--- src/rtl/div_unit.sv ---
// -----------------------------------------------------------------------------
// div_unit
//   Multi-cycle integer divider for the EX stage (DIV / DIVU).
//   It uses restoring division with one quotient bit per cycle. The result is
//   written as {hi_o, lo_o} = {remainder, quotient}.
//
// Ports
//   clk_i        clock
//   rst_n_i      asynchronous active-low reset
//   start_i      EX holds a DIV/DIVU (held high while the instruction sits in EX)
//   signed_i     1 = DIV (signed), 0 = DIVU
//   opdata1_i    dividend (rs)
//   opdata2_i    divisor  (rt)
//   annul_i      exception flush: abort, back to IDLE, result not written
//   hold_i       inst/data memory stall: keep the result stable in END
//   hi_o         remainder
//   lo_o         quotient
//   ready_o      hi_o/lo_o hold a fresh result (state END)
//   ex_ok_o      to the stall controller; 0 stalls the whole pipeline
//   dbg_state_o  current FSM state (IDLE=0, BY_ZERO=1, ON=2, END=3)
//
// Handshake: a request is start_i=1 seen in IDLE with annul_i=0. The operands
// are sampled on that cycle only. From that cycle until the one before END,
// ex_ok_o is 0. In END, ready_o=1 and ex_ok_o=1. The result is consumed on the
// first edge with hold_i=0, and the FSM returns to IDLE on that same edge.
// annul_i overrides everything: ex_ok_o goes to 1 at once and the next state
// is IDLE.
// -----------------------------------------------------------------------------
module div_unit #(
    parameter int DATA_W = 32,
    parameter int CNT_W  = 6
) (
    input  logic              clk_i,
    input  logic              rst_n_i,
    input  logic              start_i,
    input  logic              signed_i,
    input  logic [DATA_W-1:0] opdata1_i,
    input  logic [DATA_W-1:0] opdata2_i,
    input  logic              annul_i,
    input  logic              hold_i,
    output logic [DATA_W-1:0] hi_o,
    output logic [DATA_W-1:0] lo_o,
    output logic              ready_o,
    output logic              ex_ok_o,
    output logic [1:0]        dbg_state_o
);

    typedef enum logic [1:0] {
        S_IDLE    = 2'd0,
        S_BY_ZERO = 2'd1,
        S_ON      = 2'd2,
        S_END     = 2'd3
    } state_e;

    state_e            state_q, state_d;
    logic [CNT_W-1:0]  cnt_q, cnt_d;
    logic [DATA_W-1:0] rem_q, rem_d;    // partial remainder
    logic [DATA_W-1:0] quo_q, quo_d;    // dividend bits shift out, quotient bits shift in
    logic [DATA_W-1:0] dvsr_q, dvsr_d;  // |divisor|
    logic [DATA_W-1:0] hi_q, hi_d;
    logic [DATA_W-1:0] lo_q, lo_d;
    logic              sgn_q, sgn_d;    // operation is signed
    logic              neg1_q, neg1_d;  // dividend negative (signed only)
    logic              neg2_q, neg2_d;  // divisor negative (signed only)
    logic              ex_ok;

    // Operand magnitudes. The magnitude of the most negative value wraps to
    // itself, and that is correct once it is read as unsigned.
    logic              op1_neg, op2_neg;
    logic [DATA_W-1:0] abs1, abs2;

    always_comb begin
        op1_neg = signed_i & opdata1_i[DATA_W-1];
        op2_neg = signed_i & opdata2_i[DATA_W-1];
        abs1    = op1_neg ? -opdata1_i : opdata1_i;
        abs2    = op2_neg ? -opdata2_i : opdata2_i;
    end

    // One restoring step. Shift {rem, quo} left by one, then trial-subtract.
    // The shifted remainder is DATA_W+1 bits wide, so the compare sees its
    // carry-out. When the subtraction succeeds the difference is below the
    // divisor, so its low DATA_W bits are exact.
    logic [DATA_W:0]   shifted;
    logic [DATA_W-1:0] diff;
    logic              step_ge;
    logic [DATA_W-1:0] step_rem, step_quo;
    logic [DATA_W-1:0] rem_fix, quo_fix;

    always_comb begin
        shifted  = {rem_q, quo_q[DATA_W-1]};
        diff     = shifted[DATA_W-1:0] - dvsr_q;
        step_ge  = (shifted >= {1'b0, dvsr_q});
        step_rem = step_ge ? diff : shifted[DATA_W-1:0];
        step_quo = {quo_q[DATA_W-2:0], step_ge};
        // Sign fix applied on the final step: quotient takes the XOR of the
        // operand signs, remainder takes the sign of the dividend.
        quo_fix  = (sgn_q & (neg1_q ^ neg2_q)) ? -step_quo : step_quo;
        rem_fix  = (sgn_q & neg1_q) ? -step_rem : step_rem;
    end

    always_comb begin
        state_d = state_q;
        cnt_d   = cnt_q;
        rem_d   = rem_q;
        quo_d   = quo_q;
        dvsr_d  = dvsr_q;
        hi_d    = hi_q;
        lo_d    = lo_q;
        sgn_d   = sgn_q;
        neg1_d  = neg1_q;
        neg2_d  = neg2_q;
        ex_ok   = 1'b1;

        case (state_q)
            S_IDLE: begin
                if (start_i && !annul_i) begin
                    ex_ok  = 1'b0;
                    sgn_d  = signed_i;
                    neg1_d = op1_neg;
                    neg2_d = op2_neg;
                    if (opdata2_i == '0) begin
                        state_d = S_BY_ZERO;
                    end else begin
                        rem_d   = '0;
                        quo_d   = abs1;
                        dvsr_d  = abs2;
                        cnt_d   = '0;
                        state_d = S_ON;
                    end
                end
            end
            S_BY_ZERO: begin
                // The result is architecturally undefined; it is pinned to zero.
                ex_ok   = 1'b0;
                hi_d    = '0;
                lo_d    = '0;
                state_d = S_END;
            end
            S_ON: begin
                ex_ok = 1'b0;
                rem_d = step_rem;
                quo_d = step_quo;
                cnt_d = cnt_q + CNT_W'(1);
                if (cnt_q == CNT_W'(DATA_W - 1)) begin
                    hi_d    = rem_fix;
                    lo_d    = quo_fix;
                    state_d = S_END;
                end
            end
            S_END: begin
                // The pipeline advances on the same edge that leaves END, so
                // start_i seen next cycle belongs to a new instruction.
                if (!hold_i) begin
                    state_d = S_IDLE;
                end
            end
            default: begin
                state_d = S_IDLE;
            end
        endcase

        // A flush wins over start and hold. Nothing reaches the result registers.
        if (annul_i) begin
            state_d = S_IDLE;
            ex_ok   = 1'b1;
            hi_d    = hi_q;
            lo_d    = lo_q;
        end
    end

    always_ff @(posedge clk_i or negedge rst_n_i) begin
        if (!rst_n_i) begin
            state_q <= S_IDLE;
            cnt_q   <= '0;
            rem_q   <= '0;
            quo_q   <= '0;
            dvsr_q  <= '0;
            hi_q    <= '0;
            lo_q    <= '0;
            sgn_q   <= 1'b0;
            neg1_q  <= 1'b0;
            neg2_q  <= 1'b0;
        end else begin
            state_q <= state_d;
            cnt_q   <= cnt_d;
            rem_q   <= rem_d;
            quo_q   <= quo_d;
            dvsr_q  <= dvsr_d;
            hi_q    <= hi_d;
            lo_q    <= lo_d;
            sgn_q   <= sgn_d;
            neg1_q  <= neg1_d;
            neg2_q  <= neg2_d;
        end
    end

    assign hi_o        = hi_q;
    assign lo_o        = lo_q;
    assign ready_o     = (state_q == S_END);
    assign ex_ok_o     = ex_ok;
    assign dbg_state_o = state_q;

endmodule

--- config.mk ---
export PLATFORM = sky130hd
export DESIGN_NAME = div_unit
export DESIGN_NICKNAME = d
export VERILOG_FILES = /design/src/rtl/div_unit.sv
export SDC_FILE = /design/constraint.sdc
export NUM_CORES = 1
export LEC_CHECK = 0
export BUFFER_PORTS_ARGS = -buffer_cell sky130_fd_sc_hd__buf_2
export CORE_ASPECT_RATIO = 1.1
export CORE_UTILIZATION = 32
export CTS_BUF_LIST = sky130_fd_sc_hd__clkbuf_16
export DETAILED_ROUTE_END_ITERATION = 8
export PLACE_DENSITY = 0.59
export SYNTH_ARGS = -nofsm -noshare
export SYNTH_HDL_FRONTEND = slang
export SYNTH_SLANG_ARGS = --single-unit
--- constraint.sdc ---
create_clock -name clk_i -period 6.4 [get_ports clk_i]
set_clock_uncertainty 0.15 [all_clocks]
set_input_delay 1.28 -clock clk_i [delete_from_list [all_inputs] [get_ports clk_i]]
set_output_delay 1.28 -clock clk_i [all_outputs]
set_load 0.005 [all_outputs]
# Word-level counts from Yosys, hierarchy flattened
# Index checks and enable logic that the tools add are counted.
# classes
n_reduce_logical,12
add_sub_neg,6
muxes,27
n_lt_le_gt_ge,1
n_eq_ne,10
bitwise,7
# ops
operator,count
32-bit two-way mux,11
32-bit case mux with 2 select lines,4
32-bit negator,4
33-bit by 32-bit greater-or-equal comparator with 1-bit output,1
32-bit logical NOT,1
32-bit subtractor,1
6-bit two-way mux,2
6-bit case mux with 2 select lines,1
3-bit AND reduction,4
2-bit two-way mux,5
"3-bit inequality test, second input constant",3
2-bit case mux with 4 select lines,1
"6-bit by 1-bit adder with 6-bit output, second input constant",1
"6-bit by 5-bit == test with 1-bit output, second input constant",1
"2-bit inequality test, second input constant",3
1-bit bitwise AND,4
"2-bit == test, second input constant",2
2-bit nonzero test,2
"2-bit by 1-bit == test with 1-bit output, second input constant",1
2-bit logical NOT,1
1-bit two-way mux,2
1-bit inverter,2
1-bit case mux with 2 select lines,1
2-bit AND reduction,1
other kinds (4),4
# totals
input_bits,70
register_bits,171
wordCells,73
output_inout_bits,68

# Longest topological paths before layout
# depth
depth_word,6
depth_mapped,22
ltp_nobuf,18

# Least setup slack after synthesis
# Ideal clock, no wire load.
# synth_timing
path_kind,reg-to-reg
startpoint,reg rem_q[9]
endpoint,"reg hi_q[28], in the netlist hi_o[28]"
arrival_time_ps,3910
path_stages_with_launch,21
setup_ps,121
setup_slack_ps,2219
cell_sequence,dfrtp_1 ha_1 buf_4 a21oi_1 o21ai_1 a21oi_1 o21a_1 nand3_2 inv_2 buf_2 buf_2 mux2i_1 ha_1 nor2b_1 nand3_1 nor2_1 o221ai_1 nor3_2 a31oi_1 xnor2_1 a22o_1
# synth_between
elab_chain_cells,6
# synth_rtl
element,line,source
"start, declared",57,"logic [DATA_W-1:0] rem_q, rem_d;"
"start signal, assigned",186,rem_q <= rem_d;
32-bit subtractor / 33-bit by 32-bit greater-or-equal comparator with 1-bit output (equally long branches),"91, 92",
32-bit two-way mux (*),93,step_rem = step_ge ? diff : shifted[DATA_W-1:0];
32-bit negator,98,rem_fix = (sgn_q & neg1_q) ? -step_rem : step_rem;
32-bit two-way mux (*),98,
32-bit two-way mux (*),144,if (cnt_q == CNT_W'(DATA_W - 1)) begin
32-bit case mux with 2 select lines (*),114,case (state_q)
"end signal, assigned",189,hi_q <= hi_d;
"end, declared",60,"logic [DATA_W-1:0] hi_q, hi_d;"
# Mark *: on every way between the ends. The rest lies on a longest branch, timed or not. The select of a mux whose other input is x is not followed.
# A chain may end at the register's enable or synchronous reset.

# Worst setup path in the final report
# Ends and elaborated chain as after synthesis.

==> flow_summary.yaml <==
detailed_routing:
  wl_um: 37500
  drc: 0
  drt_iter0_markers: 835
  viasPerCell: 5.31
  wl_per_cell_um: 17.3
  detail-route-antenna-nets: 0
  drt_pass1_iterations: 5
  num_vias: 11500
worst_setup_path:
  cpPeakStageDelay_ps: 480
  crit_buf_inv: 1
  start_kind: "flip-flop"
  critPathKind: "reg -> reg"
  worstSetupEndpointType: "flip-flop"
  cp_data_arrival_time_ps: 5160
  path_max_fanout: 34
  cp.required_ps: 6600
  cp_cell_sequence: "ha_1 -> a21oi_1 -> o21ai_1 -> a21oi_1 -> o21a_1 -> nand3_2 -> inv_2 -> mux2i_1 -> ha_1 -> nor2b_1 -> nand3_1 -> nor2_1 -> o221ai_1 -> nor3_2 -> a31oi_1 -> xnor2_1 -> a22o_1"
  cpMaxStageDelayCell: "dfrtp_1"
  crit_family: "compound AO/OA/AOI/OAI gates"
cts:
  cts.path.max_buffers: 2
  postCtsSetupRepairBufs: 0
  insertion_delay_ps: 460
  h-tree-depth: 4
  postCtsHoldBufs: 0
  clkTransAtPathRegs_ps: 80
  cts_tree: "built"
  cts-root-buf: "clkbuf_16"
  cts_sinks: 171
  post_cts_resized: 0
  numCtsBuffers: 17
synth:
  synth_nets: 1681
  synth_area_sq_um: 12400
  synth_cell_types: 83
  synth-async-reset-ratio_pct: 100
  ys_seq_elements: 171
  avgSynthCellArea_sq_um: 7.91
  ys_seq_area_share_pct: 34.5
  synth_edf_count: 0
  yosys_most_used_dff: "dfrtp_1"
  yosysWarnings: 0
  syn_inst: 1569
sta:
  grt_setup_unrepaired: "false"
  tightest_slew_ps: 1030
  fin_crit_sh_pct: 77.5
  relSlewSlack_pct: 31.4
  setup_viol: 0
  setup_tns_ps: 0
  min_period_ps: 4960
  hold_viol_final: 0
  slew_viol_final: 0
  fmax_ghz: 0.202
cells_and_area:
  drive_gt1_share_pct: 12.9
  antenna_cells: 0
  fin_nets: 1761
  area_delta_synth_final_pct: 13.0
  fin_cells: 2162
power:
  total_power_uw: 5140
  ir_drop_mv: 0.253
  p_leak_uw: 0.00631
  power.density_nw_per_um2: 367
grt:
  grt_first_pass_wirelength_um: 58600
  grt_max_degree: 96
  grt-ovfl-total: 0
  grt_use_total_pct: 19.0
  grt_pass1_vias: 10600
  antenna_found_initial: 0
floorplanning:
  dieArea_sq_um: 39600
  num_rows: 75
  ios: 138
  core_region_area_sq_um: 38200
  die_h_um: 209
  initial_core_util_pct: 32.5
  die_width_um: 190
placement:
  port_buffers: 137
  dpl.cell_count: 2130
  hpwl_um: 28100
  place.gp.congestion: 0.918
worst_hold_path:
  hold_path_class: "reg -> reg"
run:
  maxCapViolations: 0
outcome:
  status: "complete, no violations"
==> final cells by class <==
| type | instances | area (sq um) |
|---|---|---|
| inverters | 57 | 214 |
| clock inverters | 15 | 155 |
| well taps | 500 | 626 |
| fillers | 3975 | 24200 |
| flip-flops and latches | 171 | 4280 |
| repair buffers | 149 | 795 |
| multi-input cells | 1253 | 7530 |
| clock buffers | 17 | 425 |
==> per-layer routing <==
layer | share of wire (%) | global-route usage (%) | wire [um] | up-vias
met1 | 43 | 24.3 | 16300 | 5396
met2 | 49 | 31.5 | 18300 | 312
met4 | 3.8 | 9.09 | 1430 | 0
met5 | 0 | 0 | 0 | -
met3 | 4.0 | 2.50 | 1510 | 62
li1 | - | - | - | 5708
==> kinds of logic after synthesis <==
family	Yosys count	synth area share, %
flip-flops	171	34.5
multiplexers	16	1.30
buffers and inverters	145	5.03
XOR/XNOR	138	9.80
AND/OR/NAND/NOR	580	21.1
AO/OA/AOI/OAI	477	23.9
adder cells (fa/ha/maj)	42	4.30
==> tightest hold or removal path: cells and delay by family, from the launching register on <==
family             cells  cell delay (ps)
DFF                    1              340
AOI/OAI and AO/OA      1               60
and+or+nand+nor        1               50
==> power by group <==
group,switching (uW),leakage [uW],internal (uW),total [uW]
clock,500,0.000295,553,1050
combinational,1600,0.00375,862,2460
sequential,262,0.00227,1370,1630
==> final timing paths <==
check                                 end  depth (start not counted)  slack, ps  startpoint
worst max-delay path             hi_o[28]                         17       1440    rem_q[9]
worst min-delay path             hi_o[12]                          2        320    hi_o[12]
worst max register to register   hi_o[28]                         17       1440    rem_q[9]
worst min register to register   hi_o[12]                          2        320    hi_o[12]
max in group asynchronous       quo_q[10]                          2       4400     rst_n_i
min in group asynchronous       dvsr_q[8]                          1        690     rst_n_i
==> metrics by stage <==
stage	worst slack, ps	hold WS, ps	util [%]	cell area [sq um]
floorplan	2220	300	-	12400
global placement	1270	311	35.2	13400
detailed placement	1110	315	35.2	13400
CTS	1530	332	36.7	14000
global route	981	348	36.7	14000
finish	1440	324	36.7	14000
==> cell usage after synthesis, types with 8 or more instances <==
cell type | count | area share [%]
a31oi_1 | 16 | 0.81
dfrtp_1 | 171 | 34
nor3_1 | 35 | 1.4
and2_1 | 8 | 0.40
o22ai_1 | 30 | 1.5
nand3_1 | 31 | 1.3
nand2b_1 | 8 | 0.40
mux2i_1 | 15 | 1.2
nand2_1 | 246 | 7.4
a21oi_1 | 117 | 4.7
clkbuf_1 | 39 | 1.2
nor2b_1 | 13 | 0.66
buf_2 | 34 | 1.4
ha_1 | 41 | 4.1
xnor2_1 | 67 | 4.7
or3_1 | 10 | 0.50
nand4_1 | 10 | 0.50
o31ai_1 | 40 | 2.4
xor2_1 | 70 | 4.9
o21ai_1 | 10 | 0.40
nor2_1 | 153 | 4.6
or2_2 | 9 | 0.45
or4_1 | 8 | 0.48
a21o_1 | 19 | 1.1
o21ai_0 | 156 | 6.3
nor4_1 | 21 | 1.1
inv_1 | 56 | 1.7
o41ai_1 | 11 | 0.78
a211oi_1 | 10 | 0.61
==> cells in the final DEF (no fill, tap or decap), types with 11 or more instances in the layout <==
cell / count
o31ai_1: 40
clkbuf_16: 17
xor2_1: 70
a31oi_1: 16
nor2b_1: 13
nor3_1: 35
o22ai_1: 30
nand3_1: 31
ha_1: 40
xnor2_1: 67
nor2_1: 153
a21oi_1: 117
inv_1: 58
o41ai_1: 11
o21ai_0: 156
nand2_1: 246
a21o_1: 19
nor4_1: 21
buf_2: 136
mux2i_1: 15
dfrtp_1: 171
buf_4: 11
==> flip-flops by register name, summed over array words and instances (netlist names) <==
signal / cells
sgn_q: 1
neg2_q: 1
lo_o: 32
neg1_q: 1
rem_q: 32
dbg_state_o: 2
quo_q: 32
hi_o: 32
dvsr_q: 32
cnt_q: 6
Power figures use the tool's default switching activity.
